==> src/rtl/flash_audio_reader_if.sv <==
// Bus bundle between the address sequencer / Avalon flash port / audio sink and
// flash_audio_reader.
//   slave  : the reader itself (consumes start/address/tick and flash responses,
//            drives the Avalon request and the audio outputs).
//   master : the surrounding system (sequencer, flash, sample-rate source).
// Signals:
//   start_flash, flash_mem_address_in  - word request from the sequencer
//   sample_tick                        - one-clk strobe at the audio sample rate
//   flash_mem_*                        - Avalon-MM read port to flash
//   audio_out, audio_done, busy        - playback outputs / status
interface flash_audio_reader_if #(
  parameter int unsigned ADDR_WIDTH   = 23,
  parameter int unsigned DATA_WIDTH   = 32,
  parameter int unsigned SAMPLE_WIDTH = 16
) ();

  logic                    start_flash;
  logic [31:0]             flash_mem_address_in;
  logic                    sample_tick;
  logic                    flash_mem_read;
  logic [ADDR_WIDTH-1:0]   flash_mem_address;
  logic [3:0]              flash_mem_byteenable;
  logic                    flash_mem_waitrequest;
  logic [DATA_WIDTH-1:0]   flash_mem_readdata;
  logic                    flash_mem_readdatavalid;
  logic [SAMPLE_WIDTH-1:0] audio_out;
  logic                    audio_done;
  logic                    busy;

  modport slave (
    input  start_flash,
    input  flash_mem_address_in,
    input  sample_tick,
    output flash_mem_read,
    output flash_mem_address,
    output flash_mem_byteenable,
    input  flash_mem_waitrequest,
    input  flash_mem_readdata,
    input  flash_mem_readdatavalid,
    output audio_out,
    output audio_done,
    output busy
  );

  modport master (
    output start_flash,
    output flash_mem_address_in,
    output sample_tick,
    input  flash_mem_read,
    input  flash_mem_address,
    input  flash_mem_byteenable,
    output flash_mem_waitrequest,
    output flash_mem_readdata,
    output flash_mem_readdatavalid,
    input  audio_out,
    input  audio_done,
    input  busy
  );

endinterface

==> src/rtl/flash_audio_reader.sv <==
// Responder side of the flash-address handshake in the speech synthesizer.
// A rising edge on start_flash captures a word address, one Avalon-MM read
// fetches a 32-bit word holding two packed samples, and the low then high half
// are played on successive sample ticks. audio_done pulses once per word so the
// sequencer can advance.
// Ports:
//   clk   - system clock, all logic on posedge
//   reset - asynchronous, active-high
//   bus   - flash_audio_reader_if.slave (sequencer, Avalon read port, audio out)
module flash_audio_reader #(
  parameter int unsigned ADDR_WIDTH   = 23,
  parameter int unsigned DATA_WIDTH   = 32,
  parameter int unsigned SAMPLE_WIDTH = 16
) (
  input logic                  clk,
  input logic                  reset,
  flash_audio_reader_if.slave  bus
);

  typedef enum logic [2:0] {
    StIdle,
    StReq,
    StWaitData,
    StWaitTick0,
    StWaitTick1,
    StDone
  } state_e;

  state_e                  state_q, state_d;
  logic                    start_flash_q;
  logic                    start_edge;
  logic [ADDR_WIDTH-1:0]   addr_q;
  logic [DATA_WIDTH-1:0]   data_q;
  logic [SAMPLE_WIDTH-1:0] audio_q;

  // Only the low ADDR_WIDTH bits of the sequencer address reach the bus.
  logic unused_addr_bits;
  assign unused_addr_bits = ^bus.flash_mem_address_in[31:ADDR_WIDTH];

  assign start_edge = bus.start_flash & ~start_flash_q;

  // State register
  always_ff @(posedge clk or posedge reset) begin
    if (reset) state_q <= StIdle;
    else       state_q <= state_d;
  end

  // Next-state logic; edges outside StIdle are dropped, not queued.
  always_comb begin
    state_d = state_q;
    unique case (state_q)
      StIdle:      if (start_edge)                   state_d = StReq;
      StReq:       if (!bus.flash_mem_waitrequest)   state_d = StWaitData;
      StWaitData:  if (bus.flash_mem_readdatavalid)  state_d = StWaitTick0;
      StWaitTick0: if (bus.sample_tick)              state_d = StWaitTick1;
      StWaitTick1: if (bus.sample_tick)              state_d = StDone;
      StDone:                                        state_d = StIdle;
      default:                                       state_d = StIdle;
    endcase
  end

  // Outputs
  always_comb begin
    bus.flash_mem_read       = (state_q == StReq);
    bus.flash_mem_address    = addr_q;
    bus.flash_mem_byteenable = 4'b1111;
    bus.audio_out            = audio_q;
    bus.audio_done           = (state_q == StDone);
    bus.busy                 = (state_q != StIdle);
  end

  // Datapath: edge register, address capture, data latch, sample output.
  always_ff @(posedge clk or posedge reset) begin
    if (reset) begin
      start_flash_q <= 1'b0;
      addr_q        <= '0;
      data_q        <= '0;
      audio_q       <= '0;
    end else begin
      start_flash_q <= bus.start_flash;
      if (state_q == StIdle && start_edge) begin
        addr_q <= bus.flash_mem_address_in[ADDR_WIDTH-1:0];
      end
      if (state_q == StWaitData && bus.flash_mem_readdatavalid) begin
        data_q <= bus.flash_mem_readdata;
      end
      // Low half plays first, high half on the following tick.
      if (state_q == StWaitTick0 && bus.sample_tick) begin
        audio_q <= data_q[SAMPLE_WIDTH-1:0];
      end
      if (state_q == StWaitTick1 && bus.sample_tick) begin
        audio_q <= data_q[DATA_WIDTH-1:SAMPLE_WIDTH];
      end
    end
  end

endmodule

==> src/flat_wrapper.sv <==
// flat-port wrapper written by rule: the top's interface ports become plain ports
module flash_audio_reader_flat 
#(
  parameter int unsigned ADDR_WIDTH   = 23,
  parameter int unsigned DATA_WIDTH   = 32,
  parameter int unsigned SAMPLE_WIDTH = 16
)
  (clk, reset, bus_start_flash, bus_flash_mem_address_in, bus_sample_tick, bus_flash_mem_read, bus_flash_mem_address, bus_flash_mem_byteenable, bus_flash_mem_waitrequest, bus_flash_mem_readdata, bus_flash_mem_readdatavalid, bus_audio_out, bus_audio_done, bus_busy);
  flash_audio_reader_if #(.ADDR_WIDTH(ADDR_WIDTH), .DATA_WIDTH(DATA_WIDTH), .SAMPLE_WIDTH(SAMPLE_WIDTH)) bus_i ();
  input logic clk;
  input logic reset;
  input wire logic [$bits(bus_i.start_flash)-1:0] bus_start_flash;
  input wire logic [$bits(bus_i.flash_mem_address_in)-1:0] bus_flash_mem_address_in;
  input wire logic [$bits(bus_i.sample_tick)-1:0] bus_sample_tick;
  output wire logic [$bits(bus_i.flash_mem_read)-1:0] bus_flash_mem_read;
  output wire logic [$bits(bus_i.flash_mem_address)-1:0] bus_flash_mem_address;
  output wire logic [$bits(bus_i.flash_mem_byteenable)-1:0] bus_flash_mem_byteenable;
  input wire logic [$bits(bus_i.flash_mem_waitrequest)-1:0] bus_flash_mem_waitrequest;
  input wire logic [$bits(bus_i.flash_mem_readdata)-1:0] bus_flash_mem_readdata;
  input wire logic [$bits(bus_i.flash_mem_readdatavalid)-1:0] bus_flash_mem_readdatavalid;
  output wire logic [$bits(bus_i.audio_out)-1:0] bus_audio_out;
  output wire logic [$bits(bus_i.audio_done)-1:0] bus_audio_done;
  output wire logic [$bits(bus_i.busy)-1:0] bus_busy;
  assign bus_i.start_flash = bus_start_flash;
  assign bus_i.flash_mem_address_in = bus_flash_mem_address_in;
  assign bus_i.sample_tick = bus_sample_tick;
  assign bus_flash_mem_read = bus_i.flash_mem_read;
  assign bus_flash_mem_address = bus_i.flash_mem_address;
  assign bus_flash_mem_byteenable = bus_i.flash_mem_byteenable;
  assign bus_i.flash_mem_waitrequest = bus_flash_mem_waitrequest;
  assign bus_i.flash_mem_readdata = bus_flash_mem_readdata;
  assign bus_i.flash_mem_readdatavalid = bus_flash_mem_readdatavalid;
  assign bus_audio_out = bus_i.audio_out;
  assign bus_audio_done = bus_i.audio_done;
  assign bus_busy = bus_i.busy;
  flash_audio_reader #(.ADDR_WIDTH(ADDR_WIDTH), .DATA_WIDTH(DATA_WIDTH), .SAMPLE_WIDTH(SAMPLE_WIDTH)) u_core (.clk(clk), .reset(reset), .bus(bus_i));
endmodule
==> config.mk <==
export PLATFORM = sky130hd
export DESIGN_NAME = flash_audio_reader_flat
export DESIGN_NICKNAME = d
export VERILOG_FILES = /design/src/rtl/flash_audio_reader_if.sv /design/src/rtl/flash_audio_reader.sv /design/src/flat_wrapper.sv
export SDC_FILE = /design/constraint.sdc
export NUM_CORES = 1
export LEC_CHECK = 0
export BUFFER_PORTS_ARGS = -buffer_cell sky130_fd_sc_hd__buf_4
export CORE_AREA = 5 5 86 88
export CTS_CLUSTER_DIAMETER = 50
export DETAILED_ROUTE_END_ITERATION = 8
export DIE_AREA = 0 0 91 93
export GPL_TIMING_DRIVEN = 0
export PLACE_DENSITY = 0.78
export SYNTH_ARGS = -nofsm -noshare
export SYNTH_HDL_FRONTEND = slang
export SYNTH_SLANG_ARGS = --single-unit
export TNS_END_PERCENT = 1
==> constraint.sdc <==
create_clock -name clk -period 2.9 [get_ports clk]
set_clock_uncertainty 0.05 [all_clocks]
set_input_delay 0.145 -clock clk [delete_from_list [all_inputs] [get_ports clk]]
set_output_delay 0.145 -clock clk [all_outputs]
set_load 0.05 [all_outputs]
==> summary.md <==
| Metric | Value |
|---|---|
| Final Wtd Congestion | just under 0.8 |
| # rows | 30 |
| Drt pass-1 iters | 6 |
| Fin cells | roughly 480 |
| Syn_area_per_cell | ~14 um2 |
| PnR worst setup slack | ~980 ps |
| Crit path launch type | flip-flop |
| Die Ht | 93 um |
| Vias per inst | slightly below 5 |
| Busiest grt layer | met2 |
| Filler cells | about 410 |
| WL/cell | approximately 16 um |
| DRT Wirelength | 7790 um |
| Flop-to-flop setup slack | 980 ps |
| Nets | ~460 |
| Final setup violation count | 0 |
| Die area | between 8000 and 9000 um2 |
| Tcrit/Tclk final | 0.663 |
| Area delta synth->final | 54.3% |
| Via count | around 2300 |
| CORE AREA | between 6000 and 7000 um2 |
| Layout Utilization | 0.727 |
| Post-synthesis compound-gate area fraction | 0.0448 |
| Top-area cell type share of the netlist area | 0.606 |
| GR Util met1 | 0.218 |
| H-tree depth | 3 |
| R2r worst-path depth | 6 |
| Synth Register Bits | between 70 and 80 |
| Crit path max fanout | 10 |
| Seq/Total Area, Yosys | 0.606 |
| EDFF count, synth | 0 |
| Clock Root Buffer | clkbuf_8 |
| Mux cell area share after synthesis | 0.259 |
| Largest family of logic cells by synthesized area | multiplexers |
| Antenna Diode Count | 0 |
| Worst-skew pair later-pin latency | between 300 and 400 ps |
| Arr. time, crit path | 2140 ps |
| First-pass GRT wire length | 12900 um |
| CTS max path bufs | 2 |
| Syn Std Cell Area | slightly above 3000 um2 |
| XOR/XNOR Fraction of Synth Area | 0 |
| Tightest Hold Check Type | in -> reg |
| Area of the multi-input gates | between 1000 and 1500 um2 |
| Worst r2r src | u_core.state_q[0] |
| DRC | 0 |
| Number of top-level pins | ~120 |
| Slew HR | 0.627 |
| Crit end category | flip-flop |
| Measured slew at the worst slew-check pin | 560 ps |
| Gate Count Post-Synth | between 200 and 250 |
| Minimum clock period | just under 2000 ps |
| Placed cells | ~400 |
| Cell Area, Placed | roughly 4000 um2 |
| Most common cell in the netlist | dfrtp_1 |
| CTS tree | done |
| Initial core utilization | 0.471 |
| Post-DP HPWL | around 5000 um |
| Share of layout cells above drive strength 1 | 0.480 |
| Initial antenna violation count | 0 |
| Met3 usage | 0.0394 |
| Max cap viols | 0 |
| Hold_ws | around 70 ps |
| Clk slew on worst S/H paths | ~80 ps |
| CTS Sinks | 75 |
| F_max | between 0.5 and 0.6 GHz |
| Commonest cells in the netlist | dfrtp_1, mux2_2, inv_1, mux2i_1, o22ai_1 |
| Initial DRC count | 56 |
| Post-synthesis simple-gate area fraction | 0.0303 |
| Total CTS buffers | 9 |
| Met2 usage in global routing | 0.347 |
| PwrDens | 1130 nW/um2 |
| CTS resizes | 0 |
| Global route overflow | 0 |
| Status | complete, no violations |
| Crit. Startpoint | u_core.state_q[0] |
| Postcts setup bufs | 0 |
| Final Instance Area | roughly 4800 um2 |
| Hold Fails Final Rpt | 0 |
| Final ANT Viol Nets | 0 |
| Maximum number of pins on one net before global-route repair | slightly above 40 |
| Leading area contributor after synthesis | dfrtp_1 |
| Reg2reg end | u_core.bus.audio_out[0] |
| Post-Synth Adder-Cell Area | 0 |
| Port bufs | between 100 and 150 |
| All-Layer GR Usage | 0.193 |
| Post-synth ARST share | 1.00 |
| Req. time, crit path | between 3000 and 4000 ps |
| CP Capture Point | u_core.bus.audio_out[0] |
| IR drop worst, VDD | roughly 0.74 mV |
| Unrepaired setup endpoints after global routing | no |
| Fin. max-slew vios | 0 |
| YS warnings | 0 |
| Register area | between 1500 and 2000 um2 |
| Die width | between 90 and 100 um |
| Distinct cell type count after synthesis | 26 |
| Pleak | between 0.002 and 0.0025 uW |
| Synth area leaders | dfrtp_1, mux2_2, mux2i_1 |
| Vias in the first global route | between 2000 and 3000 |
| DP Worst Slack | between 900 and 1000 ps |
| Crit Path Class | reg -> reg |
| Post-synth top flop | dfrtp_1 |
-- how the worst min path moves through the flow --
stage | endpoint | depth (start not counted) | start | slack [ps]
final | u_core.state_q[1] | 3 | bus_flash_mem_waitrequest | 70
after global routing | u_core.state_q[1] | 3 | bus_flash_mem_waitrequest | 70
after CTS | u_core.state_q[1] | 3 | bus_flash_mem_waitrequest | 60
after detailed placement | u_core.bus.flash_mem_address[6] | 2 | reset | 150
after global placement | u_core.start_flash_q | 1 | bus_start_flash | 210
after floorplan | u_core.start_flash_q | 0 | bus_start_flash | 130
-- area by class of cell --
cell class | count | share of cell area
Clock inverter | 7 | 0.0160
Tap cell | 80 | 0.0210
Sequential cell | 75 | 0.393
Timing Repair Buffer | 161 | 0.286
Buffer | 15 | 0.0230
Clock buffer | 9 | 0.0259
Multi-Input combinational cell | 112 | 0.220
Inverter | 19 | 0.0155
-- critical path, cell delays in order, from the launching register on --
cell     delay (ps)
dfrtp_1         380
buf_6           130
or3b_1          380
buf_6           150
a21oi_4         330
buf_12          200
mux2i_1         220
-- power by group --
part | internal (uW) | switching, uW | total (uW)
sequential | 1570 | 299 | 1860
clock | 403 | 415 | 818
combinational | 1060 | 1640 | 2700
total | 3030 | 2350 | 5380
-- what timing repair did --
item | in CTS | in global routing
hold buffers | 58 | 0
setup endpoints to repair | 0 | 0
endpoints found under the hold margin | 92 | 0
-- registers in the layout, summed over array words and instances (netlist names) --
name and flops:
u_core.state_q 3, u_core.bus.audio_out 16, u_core.start_flash_q 1, u_core.data_q 32, u_core.bus.flash_mem_address 23
-- layout by cell type (no fill, tap or decap), types with 2 or more instances in the layout --
cell type / instances
clkbuf_8: 9
buf_4: 106
inv_1: 18
nand2_1: 3
o22ai_1: 16
buf_6: 2
dlygate4sd3_1: 58
nor2_1: 5
dfrtp_1: 75
buf_12: 2
buf_2: 6
mux2_2: 55
mux2i_1: 16
inv_6: 2
clkbuf_1: 2
conb_1: 4
clkinvlp_4: 2
-- cell families (layout without fill, tap and decap cells) --
group | count (synthesis) | after routing
buffers and inverters | 34 | 211
multiplexers | 72 | 72
other | 1 | 4
AO/OA/AOI/OAI | 20 | 20
AND/OR/NAND/NOR | 16 | 16
flip-flops | 75 | 75
-- through the flow --
step                setup TNS, ps  total power [uW]
global placement            -7020              4430
floorplan                       0              3720
detailed placement              0              4510
CTS                             0              5390
global route                    0              5660
finish                          0              5380
-- per-layer routing --
metal	share of wire	wire length, um	vias up
met5	0	0	-
met4	0.030	236	0
met3	0.043	333	21
met2	0.55	4250	63
met1	0.38	2970	1132
li1	-	-	1095
No activity file was read; power rests on OpenSTA's default activity.
